<file path="src/rtl/riscv_pkg.sv">
// Shared RV32I decode definitions: opcode constants, pipeline register layouts
// and the register-operand usage rules used by hazard detection.
package riscv_pkg;

  localparam int RV_XLEN = 32;

  localparam logic [6:0] OPC_RTYPE  = 7'b0110011;
  localparam logic [6:0] OPC_LOAD   = 7'b0000011;
  localparam logic [6:0] OPC_STORE  = 7'b0100011;
  localparam logic [6:0] OPC_BRANCH = 7'b1100011;
  localparam logic [6:0] OPC_ITYPE  = 7'b0010011;
  localparam logic [6:0] OPC_LUI    = 7'b0110111;
  localparam logic [6:0] OPC_JAL    = 7'b1101111;
  localparam logic [6:0] OPC_JALR   = 7'b1100111;
  localparam logic [6:0] OPC_AUIPC  = 7'b0010111;

  typedef struct packed {
    logic               valid;
    logic [RV_XLEN-1:0] pc;
    logic [31:0]        inst;
  } ifid_t;

  typedef struct packed {
    logic               valid;
    logic [RV_XLEN-1:0] pc;
    logic [6:0]         opcode;
    logic [4:0]         rd;
    logic [4:0]         rs1;
    logic [4:0]         rs2;
    logic [2:0]         funct3;
    logic [6:0]         funct7;
    logic [RV_XLEN-1:0] imm;
  } idex_t;

  function automatic logic uses_rs1(input logic [6:0] opc);
    case (opc)
      OPC_RTYPE, OPC_STORE, OPC_BRANCH, OPC_LOAD, OPC_ITYPE: return 1'b1;
      default: return 1'b0;
    endcase
  endfunction

  function automatic logic uses_rs2(input logic [6:0] opc);
    case (opc)
      OPC_RTYPE, OPC_STORE, OPC_BRANCH: return 1'b1;
      default: return 1'b0;
    endcase
  endfunction

endpackage

</file>
<file path="src/rtl/imm_Gen.sv">
// Immediate generator: selects the RV32I immediate format from the opcode and
// sign-extends with inst[31] up to XLEN.
module imm_Gen
  import riscv_pkg::*;
#(
  parameter int XLEN = 32
) (
  input  logic [31:0]     inst,
  output logic [XLEN-1:0] imm
);

  logic [31:0] imm32;

  always_comb begin
    imm32 = '0;
    case (inst[6:0])
      OPC_LOAD, OPC_ITYPE, OPC_JALR:
        imm32 = {{20{inst[31]}}, inst[31:20]};
      OPC_STORE:
        imm32 = {{20{inst[31]}}, inst[31:25], inst[11:7]};
      OPC_BRANCH:
        imm32 = {{19{inst[31]}}, inst[31], inst[7], inst[30:25], inst[11:8], 1'b0};
      OPC_LUI, OPC_AUIPC:
        imm32 = {inst[31:12], 12'b0};
      OPC_JAL:
        imm32 = {{11{inst[31]}}, inst[31], inst[19:12], inst[20], inst[30:21], 1'b0};
      default:
        imm32 = '0;
    endcase
  end

  // Signed cast keeps the sign fill correct if XLEN is ever widened past 32.
  assign imm = XLEN'($signed(imm32));

endmodule

</file>
<file path="src/rtl/decode_stage_ctrl.sv">
// Decode stage: owns IF/ID and ID/EX, inserts load-use bubbles, honours EX
// back-pressure and kills wrong-path work on flush.
module decode_stage_ctrl
  import riscv_pkg::*;
#(
  parameter int XLEN      = 32,
  parameter int CNT_W     = 16,
  parameter int HAZARD_EN = 1
) (
  input  logic             clk,
  input  logic             reset,
  input  logic             if_valid,
  input  logic [XLEN-1:0]  if_pc,
  input  logic [31:0]      if_inst,
  output logic             if_ready,
  input  logic             flush,
  input  logic             ex_stall,
  output logic             id_valid,
  output logic [XLEN-1:0]  id_pc,
  output logic [6:0]       id_opcode,
  output logic [4:0]       id_rd,
  output logic [4:0]       id_rs1,
  output logic [4:0]       id_rs2,
  output logic [2:0]       id_funct3,
  output logic [6:0]       id_funct7,
  output logic [XLEN-1:0]  id_imm,
  output logic             id_is_load,
  output logic [CNT_W-1:0] stall_count
);

  ifid_t              ifid_q, ifid_d;
  idex_t              idex_q, idex_d;
  idex_t              dec;
  logic [CNT_W-1:0]   cnt_q, cnt_d;
  logic [RV_XLEN-1:0] imm_w;
  logic               rs1_hit, rs2_hit, hazard;

  imm_Gen #(.XLEN(RV_XLEN)) u_imm_gen (
    .inst (ifid_q.inst),
    .imm  (imm_w)
  );

  always_comb begin
    dec        = '0;
    dec.valid  = ifid_q.valid;
    dec.pc     = ifid_q.pc;
    dec.opcode = ifid_q.inst[6:0];
    dec.rd     = ifid_q.inst[11:7];
    dec.funct3 = ifid_q.inst[14:12];
    dec.rs1    = ifid_q.inst[19:15];
    dec.rs2    = ifid_q.inst[24:20];
    dec.funct7 = ifid_q.inst[31:25];
    dec.imm    = imm_w;
  end

  // A load in ID/EX whose rd feeds the instruction waiting in IF/ID.
  assign rs1_hit = uses_rs1(dec.opcode) && (dec.rs1 == idex_q.rd);
  assign rs2_hit = uses_rs2(dec.opcode) && (dec.rs2 == idex_q.rd);
  assign hazard  = (HAZARD_EN != 0) && ifid_q.valid && idex_q.valid &&
                   (idex_q.opcode == OPC_LOAD) && (idex_q.rd != 5'd0) &&
                   (rs1_hit || rs2_hit);

  // Handshake: fetch word is taken at the clock edge only when if_valid and
  // if_ready are both high; if_ready never looks at if_valid.
  always_comb begin
    ifid_d   = ifid_q;
    idex_d   = idex_q;
    cnt_d    = cnt_q;
    if_ready = 1'b1;
    if (flush) begin
      ifid_d.valid = 1'b0;
      idex_d.valid = 1'b0;
    end else if (ex_stall) begin
      if_ready = 1'b0;
    end else if (hazard) begin
      idex_d       = dec;
      idex_d.valid = 1'b0;
      if_ready     = 1'b0;
      if (cnt_q != {CNT_W{1'b1}}) cnt_d = cnt_q + CNT_W'(1);
    end else begin
      idex_d       = dec;
      ifid_d.valid = if_valid;
      ifid_d.pc    = RV_XLEN'(if_pc);
      ifid_d.inst  = if_inst;
    end
  end

  always_ff @(posedge clk or posedge reset) begin
    if (reset) begin
      ifid_q <= '0;
      idex_q <= '0;
      cnt_q  <= '0;
    end else begin
      ifid_q <= ifid_d;
      idex_q <= idex_d;
      cnt_q  <= cnt_d;
    end
  end

  assign id_valid    = idex_q.valid;
  assign id_pc       = XLEN'(idex_q.pc);
  assign id_opcode   = idex_q.opcode;
  assign id_rd       = idex_q.rd;
  assign id_rs1      = idex_q.rs1;
  assign id_rs2      = idex_q.rs2;
  assign id_funct3   = idex_q.funct3;
  assign id_funct7   = idex_q.funct7;
  assign id_imm      = XLEN'(idex_q.imm);
  assign id_is_load  = (idex_q.opcode == OPC_LOAD);
  assign stall_count = cnt_q;

endmodule

</file>
<file path="config.mk">
export PLATFORM = sky130hd
export DESIGN_NAME = decode_stage_ctrl
export DESIGN_NICKNAME = d
export VERILOG_FILES = /design/src/rtl/riscv_pkg.sv /design/src/rtl/imm_Gen.sv /design/src/rtl/decode_stage_ctrl.sv
export SDC_FILE = /design/constraint.sdc
export NUM_CORES = 1
export LEC_CHECK = 0
export ABC_AREA = 1
export CORE_MARGIN = 4
export CORE_UTILIZATION = 54
export DETAILED_ROUTE_END_ITERATION = 7
export GPL_TIMING_DRIVEN = 1
export MAX_ROUTING_LAYER = met4
export PLACE_DENSITY_LB_ADDON = 0.08
export SYNTH_ARGS = -nofsm -noshare
export SYNTH_HDL_FRONTEND = slang
export SYNTH_SLANG_ARGS = --single-unit
</file>
<file path="constraint.sdc">
create_clock -name clk -period 13.78 [get_ports clk]
set_input_delay 2.756 -clock clk [delete_from_list [all_inputs] [get_ports clk]]
set_output_delay 2.756 -clock clk [all_outputs]
set_load 0.05 [all_outputs]
</file>
==> key figures, run 1 <==
Global route
  – Initial antenna violation count: 0
  – Largest net degree at the start of global routing: 117
  – GRT Total Usage: 0.2675
  – Global-route wire length before repair: 34.12 mm
  – Overflow after GRT: 0
  – Vias in the first global route: 6,647

Floorplanning
  – Die area: 16,740 um2
  – Die Y: 129.4 um
  – Initial Util: 0.5497
  – Total core area: 14,480 um2
  – FP Rows: 44
  – Die Width: 129.4 um
  – I/O pin count: 184

Routing
  – Vias: 7,029
  – DRT iter0 DRCs: 581
  – Vias per std cell: 5.297
  – Routed len/inst: 15.79 um
  – DRC: 0
  – Post-Route WL: 20.95 mm
  – DRT Pass-1 Iters: 7
  – Post-DRT Antenna Nets: 0

Timing
  – Slew Limit Fails: 0
  – Period utilization: 0.5625
  – Setup TNS: 0 ps
  – Clock skew: 11.83 ps
  – Final hold viol count: 0
  – Post-layout min period: 7751 ps
  – Max Fclk: 0.1290 GHz
  – Final hold slack: 472.9 ps
  – Worst-Margin Slew: 1038 ps
  – RSZ-0062 raised after global routing: no
  – Slew HR: 0.3083
  – Final Setup Violations: 0

CTS
  – Reg clk slew, reported paths: 70 ps
  – Hold buffers post-CTS: 0
  – Clock root cell: clkbuf_16
  – CTS H-tree lvls: 4
  – CTS tree: yes
  – Post-CTS Setup Repair Bufs: 0
  – CTS resizes: 0
  – Num CTS Buffers: 17
  – Clock latency on the worst-skew pair: 430 ps
  – Clock Tree Buf Depth: 2
  – Clk sinks: 178

Synthesis
  – Synth Net Count: 1,046
  – Post-Syn Instances: 976
  – Synth top area cells: dfrtp_1 (56%), nand2_1 (24%), nand4_1 (5.7%), nand3_1 (3.0%), inv_1 (1.8%)
  – Seq/Total Area, Yosys: 0.5597
  – Post-synth top area share: 0.5597
  – Synthesized cell area: 7959 um2
  – Unique masters post-synth: 26
  – Yosys reg bits: 178
  – Syn avg cell area: 8.155 um2
  – Syn. warnings: 0
  – Leading area contributor after synthesis: dfrtp_1

Worst setup path
  – CP max FO: 68
  – Endpoint class of the critical path: output port
  – Startpoint type of the worst setup path: input port
  – Setup CP Type: input port to output port
  – Largest stage delay, worst path: 810 ps
  – Critical-path cell list: clkdlybuf4s50_1 > inv_2 > buf_4 > nand2_1 > nand2_1 > clkdlybuf4s50_1
  – Worst EP arrival: 4990 ps
  – Worst EP required: 11,020 ps
  – CP max stage cell: clkdlybuf4s50_1

Cells and area
  – ANT cells: 0
  – Fin nets: 1,200
  – Final Util: 0.7164
  – Post-synthesis to final-layout area growth: 30.32%
  – Fillers: 1,178
  – Layout cells sized above 1: 0.04549

Hold path
  – Hold Crit Class: flip-flop to flip-flop

Placement
  – Dpl hpwl: 13.31 mm
  – Gp weighted congestion: 0.8679
  – Port bufs: 183

Pwr
  – VDD IR max: 97.13 uV
  – Total design power: 0.001423 W
  – Leak pwr: 5.264 nW
  – PwrDens: 137.2 nW/um2

Outcome
  – Run status: finished, final reports clean

Flow run
  – Number of max-cap violations: 0
## worst max-delay path: cells and delay by family
family | cells | cell delay (ps)
and+or+nand+nor | 2 | 260
buffers and inverters | 4 | 1960
## stage by stage
step                setup WS (ps)  instances  area [um2]
CTS                          6021       1327       10370
finish                       6029       1327       10370
global placement             6082       1295        9787
detailed placement           6032       1295        9787
floorplan                    6194        976        7959
global route                 5927       1327       10370
## cells in the final DEF, fill, tap and decap left out, drive strengths merged
cell,instances
buf,6
bufinv,1
clkbuf,18
clkdlybuf4s50,183
clkinv,2
clkinvlp,4
dfrtp,178
ha,1
inv,51
nand2,501
nand3,50
nand3b,2
nand4,72
nor2,26
nor3,3
o21ai,30
xnor2,14
xor2,1
## area by class of cell
class / instances / area [um2] / area share
well taps: 184 / 230.2 / 0.02220
clock buffers: 18 / 439.2 / 0.04234
inverters: 44 / 170.2 / 0.01641
flip-flops and latches: 178 / 4454 / 0.4294
clock inverters: 14 / 146.4 / 0.01411
repair buffers: 189 / 1877 / 0.1809
multi-input cells: 700 / 3055 / 0.2946
## logic make-up (layout without fill, tap and decap cells)
group                    count (synthesis)  in the layout  synth area share
AO/OA/AOI/OAI                           30             30           0.01934
XOR/XNOR                                15             15           0.01651
adder cells (fa/ha/maj)                  1              1          0.001572
buffers and inverters                   98            265           0.05738
flip-flops                             178            178            0.5597
AND/OR/NAND/NOR                        654            654            0.3455
## registers in the layout (all words and copies together), names as in the netlist
signal / count
dec: 65
id_funct3: 3
id_funct7: 7
id_imm: 32
id_opcode: 7
id_pc: 32
id_rd: 5
id_rs1: 5
id_rs2: 5
id_valid: 1
stall_count: 16
## Yosys cell counts
master	instances
nor3_4	1
nand3_2	1
xnor2_1	14
nand3b_1	2
o21ai_1	5
buf_4	1
buf_2	8
clkinv_1	2
nor2_4	1
nand3_4	1
nor3_1	2
buf_1	9
o21ai_0	24
o21ai_2	1
inv_1	39
nand2_1	499
clkbuf_1	26
xor2_1	1
nand4_1	72
dfrtp_1	178
ha_1	1
buf_6	10
nand2_2	2
inv_2	3
nand3_1	48
nor2_1	25
## path summary, 6_finish.rpt
kind,from,to,slack [ps],cells after the start
worst max register to register,dec[63],dec[42],10750,10
min in group asynchronous,reset,id_funct7[3],2930,2
max in group asynchronous,reset,dec[47],9430,3
worst min register to register,dec[87],dec[87],470,2
worst min-delay path,dec[87],dec[87],470,2
worst max-delay path,ex_stall,if_ready,6030,6
## report_power, final
group          internal (W)  leakage, nW  total (W)  switching, W
Combinational      0.000106         2.68   0.000321      0.000215
Clock              0.000260        0.276   0.000478      0.000218
Sequential         0.000579         2.30   0.000625     0.0000453
## per-layer routing
layer | vias to the layer above | share of wire | global-route usage
met5 | - | 0 | -
met3 | 34 | 0.066 | 0.05812
met2 | 261 | 0.47 | 0.4000
met1 | 3326 | 0.44 | 0.3667
met4 | 0 | 0.021 | 0.08894
li1 | 3408 | - | -
No activity file was read; power rests on OpenSTA's default activity.
==> run 2: changes to the inputs <==
--- a/config.mk
+++ b/config.mk
@@ -7,7 +7,7 @@
 export LEC_CHECK = 0
 export ABC_AREA = 1
 export CORE_MARGIN = 4
-export CORE_UTILIZATION = 54
+export CORE_UTILIZATION = 50
 export DETAILED_ROUTE_END_ITERATION = 7
 export GPL_TIMING_DRIVEN = 1
 export MAX_ROUTING_LAYER = met4
==> constraint.sdc (replaced) <==
create_clock -name clk -period 7.2 [get_ports clk]
set_input_delay 1.44 -clock clk [delete_from_list [all_inputs] [get_ports clk]]
set_output_delay 1.44 -clock clk [all_outputs]
set_load 0.05 [all_outputs]
==> run 2 against run 1 <==
Sequential power is 92% higher. Critical path depth fell by 1. Count of clock-buffer cells in the layout rose by 3. Flip-flop and latch count is the same. Routed wire length increased by 1.8%. Die area increased by 7.5%. Critical endpoint unchanged. Largest cell class unchanged. Largest power group unchanged. Highest routed layer unchanged.
==> key figures, run 2 (synthesis gave the netlist of run 1 again) <==
Cells and area
  – Most common cell after layout, fill and taps aside: nand2_1
  – Fin nets: 1,202 (+0.17%)
  – Largest register FFs: 65 (unchanged)
  – Finished Layout Cells: 1,357 (+2.3%)
  – Post-synthesis to final-layout area growth: 30.99%
  – Final Util: 0.6782 (-0.03816)
  – Layout cells sized above 1: 0.04541 (-0.00007947)
  – Highest-count cells in the layout ignoring fill and taps: nand2_1 (499), clkdlybuf4s50_1 (183), dfrtp_1 (178)

Global route
  – Vias in the first global route: 6,619 (-0.42%)
  – Initial antenna violation count: 1 (+1)
  – Met3 Resource Use GR: 0.05851 (+0.0003943)
  – Met1 Usage GRT: 0.3454 (-0.02127)
  – Gr busiest metal: met2
  – Global-route wire length before repair: 34.27 mm (+0.45%)
  – Largest net degree at the start of global routing: 81 (-31%)
  – Met2 usage: 0.3651 (-0.03492)
  – Overflow after GRT: 0 (unchanged)
  – GRT Total Usage: 0.2474 (-0.02010)

Worst setup path
  – FF-to-FF setup slack: 4130 ps (-6620 ps)
  – Worst EP required: 5760 ps (-5260 ps)
  – FF-to-FF path depth: 10 (unchanged)
  – Startpoint type of the worst setup path: input port
  – CP max FO: 3 (-96%)
  – Endpoint class of the critical path: output port
  – Worst EP arrival: 2940 ps (-2050 ps)
  – Setup CP Type: input port to output port

Pwr
  – Switch Pwr: 0.0008826 W (+84%)
  – VDD IR max: 201.0 uV (+110%)
  – Clk pwr share: 0.335 (about the same)
  – Switching share of power: 0.3237 (-0.01236)
  – Comb pwr share: 0.226 (about the same)
  – Flop pwr share: 0.439 (about the same)
  – PwrDens: 261.5 nW/um2 (+91%)
  – Cell Int Power: 0.001844 W (+95%)
  – Leak pwr: 5.275 nW (+0.20%)

Timing
  – Final hold viol count: 0 (unchanged)
  – Final Setup Violations: 0 (unchanged)
  – Max Fclk: 0.2283 GHz
  – Clock skew: 11.40 ps (-0.4346 ps)
  – Slew Limit Fails: 0 (unchanged)
  – Setup TNS: 0 ps (unchanged)
  – Slew HR: 0.4048 (+0.09654)
  – Worst-Margin Slew: 892.8 ps (-144.8 ps)
  – Post-layout min period: 4380 ps
  – RSZ-0062 raised after global routing: no
  – Period utilization: 0.6083
  – Setup WS post-layout: 2820 ps (-3209 ps)

CTS
  – Clock latency on the worst-skew pair: 420 ps (about the same)
  – CTS resizes: 0 (unchanged)
  – Clock root cell: clkbuf_16
  – Clk sinks: 178 (unchanged)
  – Post-CTS Setup Repair Bufs: 0 (unchanged)
  – Hold buffers post-CTS: 0 (unchanged)
  – Num CTS Buffers: 17 (unchanged)
  – Clock Tree Buf Depth: 2 (unchanged)
  – CTS H-tree lvls: 4 (unchanged)
  – Reg clk slew, reported paths: 60 ps (about the same)
  – CTS tree: yes

Placement
  – Pre-CTS setup slack: 2814 ps (-3217 ps)
  – Gp weighted congestion: 0.8791 (+1.3%)
  – Dpl hpwl: 13.97 mm (+5.0%)
  – Cells after DPL: 1,324 (+2.2%)
  – Port bufs: 183 (unchanged)

Routing
  – DRC: 0 (unchanged)
  – Vias per std cell: 5.169 (-2.4%)
  – Routed len/inst: 15.72 um (-0.41%)
  – Post-Route WL: 21.34 mm (+1.8%)
  – DRT Pass-1 Iters: 5 (-2)
  – Vias: 7,015 (-0.20%)
  – Post-DRT Antenna Nets: 0 (unchanged)
  – DRT iter0 DRCs: 494 (-15%)

Hold path
  – Hold Crit Class: flip-flop to flip-flop
  – Hold path cells: 2 (unchanged)

Flow run
  – Number of max-cap violations: 0 (unchanged)

Floorplanning
  – I/O pin count: 184 (unchanged)
  – Die Y: 134.2 um (+3.7%)
  – Total core area: 15,370 um2 (+6.2%)
  – Initial Util: 0.5178 (-0.03190)
  – Die area: 18,000 um2 (+7.5%)
  – FP Rows: 45 (+2.3%)
  – Die Width: 134.2 um (+3.7%)

Outcome
  – Run status: finished, final reports clean
-- run 2: cell count changes in the layout (fill, tap and decap cells not counted) --
cell | before | now
buf_4 | 6 | 8
bufinv_16 | 1 | 2
clkbuf_1 | 0 | 2
clkbuf_8 | 1 | 2
clkinv_2 | 0 | 2
clkinv_4 | 2 | 0
diode_2 | 0 | 1
inv_6 | 5 | 4
inv_8 | 3 | 0
-- run 2: through the flow --
stage	hold WS (ps)	cell area, um2	power (W)
floorplan	442.2	7959	0.001590
global placement	453.1	9836	0.001822
detailed placement	458.1	9836	0.001830
CTS	473.9	10420	0.002744
global route	484.3	10430	0.002842
finish	470.2	10430	0.002726
-- run 2: final cells by class --
| class | count | area, um2 |
|---|---|---|
| Fill cell | 1319 | 4946 |
| Sequential cell | 178 | 4454 |
| Multi-Input combinational cell | 700 | 3055 |
| Timing Repair Buffer | 191 | 1892 |
| Clock buffer | 21 | 460.4 |
| Tap cell | 211 | 264.0 |
| Inverter | 44 | 170.2 |
| Clock inverter | 11 | 126.4 |
| Antenna cell | 1 | 2.502 |
-- run 2: final timing paths --
kind / from / endpoint
max in group asynchronous: reset / stall_count[9]
setup reg to reg: dec[63] / dec[44]
hold reg to reg: dec[91] / id_pc[27]
setup / recovery: ex_stall / if_ready
hold / removal: dec[91] / id_pc[27]
min in group asynchronous: reset / id_funct7[5]
-- run 2: critical path, cell delays in order --
cell	delay (ps)
clkdlybuf4s50_1	490
inv_2	90
nand2_1	60
nand2_1	60
clkdlybuf4s50_1	800
-- run 2: power groups by stage --
stage | clock network [W] | registers (W) | logic [W]
detailed placement | 0 | 0.00121 | 0.000619
global placement | 0 | 0.00121 | 0.000612
floorplan | 0 | 0.00142 | 0.000172
CTS | 0.000927 | 0.00120 | 0.000622
global route | 0.000971 | 0.00121 | 0.000661
finish | 0.000914 | 0.00120 | 0.000616
-- run 2: metal layers --
layer / wire length [um] / part of all wire
met2: 9952 / 0.47
met5: 0 / 0
met4: 337 / 0.016
met1: 9563 / 0.45
met3: 1483 / 0.070
==> run 3: changes to the inputs <==
==> constraint.sdc (replaced) <==
create_clock -name clk -period 4.1 [get_ports clk]
set_input_delay 0.82 -clock clk [delete_from_list [all_inputs] [get_ports clk]]
set_output_delay 0.82 -clock clk [all_outputs]
set_load 0.05 [all_outputs]
==> run 3 against run 2 <==
Global-route usage decreased by 0.34 points. Combinational power up 75%. Via count fell by 1.2%. Register-to-register slack lost 2900 ps. Clock skew fell by 1.8 ps. Sequential power grew 75%. Setup slack worse by 2100 ps. Hold slack worse by 1.7 ps. Largest cell class unchanged. Largest power group unchanged.
==> key figures, run 3 (synthesis gave the netlist of run 1 again) <==
Worst setup path
  – FF-to-FF setup slack: 1260 ps (-2870 ps)
  – Setup CP Type: flip-flop to output port
  – Endpoint class of the critical path: output port
  – Critical Path Start: dec[59]
  – CP max FO: 28 (+25)
  – Reg2Reg Launch Point: dec[59]
  – FF-to-FF path depth: 8 (-2)
  – Worst EP required: 3280 ps (-2480 ps)
  – End of the critical path: if_ready
  – Startpoint type of the worst setup path: flip-flop
  – Worst EP arrival: 2560 ps (-380 ps)
  – Worst r2r dst: dec[43]

Floorplanning
  – I/O pin count: 184 (unchanged)
  – Initial Util: 0.5178 (unchanged)
  – Die Y: 134.2 um (unchanged)
  – Die area: 18,000 um2 (unchanged)
  – FP Rows: 45 (unchanged)
  – Die Width: 134.2 um (unchanged)
  – Total core area: 15,370 um2 (unchanged)

Timing
  – Slew HR: 0.3516 (-0.05319)
  – RSZ-0062 raised after global routing: no
  – Period utilization: 0.8253
  – Post-layout min period: 3384 ps
  – Max Fclk: 0.2955 GHz
  – Final hold slack: 468.5 ps (-1.710 ps)
  – Setup WS post-layout: 716.1 ps (-2104 ps)
  – Slew Limit Fails: 0 (unchanged)
  – Final hold viol count: 0 (unchanged)
  – Worst-Margin Slew: 972.6 ps (+79.78 ps)
  – Setup TNS: 0 ps (unchanged)
  – Clock skew: 9.647 ps (-1.752 ps)
  – Final Setup Violations: 0 (unchanged)

Flow run
  – Number of max-cap violations: 0 (unchanged)

Cells and area
  – Fin area: 10,430 um2 (about the same)
  – Largest register FFs: 65 (unchanged)
  – Final Util: 0.6785 (about the same)
  – Reg area: 4454 um2 (unchanged)
  – Layout cells sized above 1: 0.04795 (+0.002536)
  – Fin nets: 1,204 (+0.17%)
  – Multi-input gate area: 3055 um2 (unchanged)
  – Post-synthesis to final-layout area growth: 31.03% (about the same)
  – Highest-count cells in the layout ignoring fill and taps: nand2_1 (499), clkdlybuf4s50_1 (182), dfrtp_1 (178)
  – Most common cell after layout, fill and taps aside: nand2_1
  – Fillers: 1,289 (-2.3%)

Pwr
  – Switch Pwr: 0.001565 W (+77%)
  – PwrDens: 454.7 nW/um2 (+74%)
  – Comb pwr share: 0.228 (+0.002)
  – Clk pwr share: 0.329 (-0.006)
  – Flop pwr share: 0.443 (+0.004)
  – Leak pwr: 5.266 nW (-0.17%)
  – Cell Int Power: 0.003177 W (+72%)
  – VDD IR max: 385.8 uV (+92%)
  – Switching share of power: 0.3300 (+0.006243)

CTS
  – Reg clk slew, reported paths: 70 ps (about the same)
  – CTS resizes: 0 (unchanged)
  – Clock root cell: clkbuf_16
  – Hold buffers post-CTS: 0 (unchanged)
  – Clock latency on the worst-skew pair: 430 ps (about the same)
  – Num CTS Buffers: 17 (unchanged)
  – Post-CTS Setup Repair Bufs: 0 (unchanged)
  – CTS H-tree lvls: 4 (unchanged)
  – CTS tree: yes
  – Clock Tree Buf Depth: 2 (unchanged)
  – Clk sinks: 178 (unchanged)

Routing
  – Post-Route WL: 20.93 mm (-1.9%)
  – Post-DRT Antenna Nets: 0 (unchanged)
  – DRC: 0 (unchanged)
  – DRT Pass-1 Iters: 4 (-1)
  – DRT iter0 DRCs: 435 (-12%)
  – Vias per std cell: 5.101 (-1.3%)
  – Routed len/inst: 15.40 um (-2.1%)
  – Vias: 6,932 (-1.2%)

Placement
  – Placed Area: 9859 um2 (+0.24%)
  – Pre-CTS setup slack: 847.5 ps (-1967 ps)
  – Gp weighted congestion: 0.9049 (+2.9%)
  – Port bufs: 183 (unchanged)
  – Dpl hpwl: 13.80 mm (-1.2%)

Global route
  – Global-route wire length before repair: 33.92 mm (-1.0%)
  – Vias in the first global route: 6,472 (-2.2%)
  – Largest net degree at the start of global routing: 179 (+120%)
  – Met2 usage: 0.3547 (-0.01034)
  – Initial antenna violation count: 1 (unchanged)
  – Met3 Resource Use GR: 0.06002 (+0.001500)
  – Met1 Usage GRT: 0.3491 (+0.003743)
  – Overflow after GRT: 0 (unchanged)
  – GRT Total Usage: 0.2440 (-0.003448)
  – Gr busiest metal: met2

Outcome
  – Run status: finished, final reports clean

Hold path
  – HP Start: id_pc[22]
  – Hold Crit Class: flip-flop to flip-flop
run 3: cell count changes in the layout (fill, tap and decap cells not counted):
cell	delta
clkinv_2	-1
buf_12	+1
buf_4	+2
bufinv_16	-1
clkinvlp_4	+3
clkinv_4	+2
inv_6	-3
clkdlybuf4s50_1	-1
run 3: how the worst min path moves through the flow:
stage	end	cells past startpoint
2_1_floorplan	dec[64]	2
3_3_place_gp	dec[76]	2
3_5_place_dp	id_pc[20]	2
4_1_cts	id_pc[20]	2
5_1_grt	dec[78]	2
6_report	id_pc[22]	2
run 3: per-layer routing:
layer  up-vias  part of all wire
met5         -                 0
met4         0             0.012
met3        20             0.080
met2       250              0.45
met1      3235              0.46
li1       3427                 -
run 3: power groups by stage:
stage / registers, W / clock network (W) / logic [W]
after floorplan: 0.00249 / 0 / 0.000302
after global placement: 0.00213 / 0 / 0.00107
after detailed placement: 0.00212 / 0 / 0.00109
after CTS: 0.00210 / 0.00158 / 0.00109
after global routing: 0.00213 / 0.00165 / 0.00116
final: 0.00210 / 0.00156 / 0.00108
run 3: per-stage QoR:
step | total power (W) | cells
3_3_place_gp | 0.003201 | 1326
6_report | 0.004742 | 1359
2_1_floorplan | 0.002792 | 976
4_1_cts | 0.004771 | 1358
3_5_place_dp | 0.003213 | 1326
5_1_grt | 0.004938 | 1359
run 3: critical path, cell delays in order, from the launching register on:
cell	delay, ps
dfrtp_1	460
nor3_4	430
nand3b_1	140
nor2_1	250
nand2_2	390
nand2_1	200
nand2_1	70
buf_4	190
run 3: layout make-up:
type,instances,area share
Sequential cell,178,0.4271
Multi-Input combinational cell,700,0.2930
Timing Repair Buffer,193,0.1838
Clock buffer,21,0.04415
Tap cell,211,0.02531
Inverter,44,0.01620
Clock inverter,11,0.01020
Antenna cell,1,0.0002400
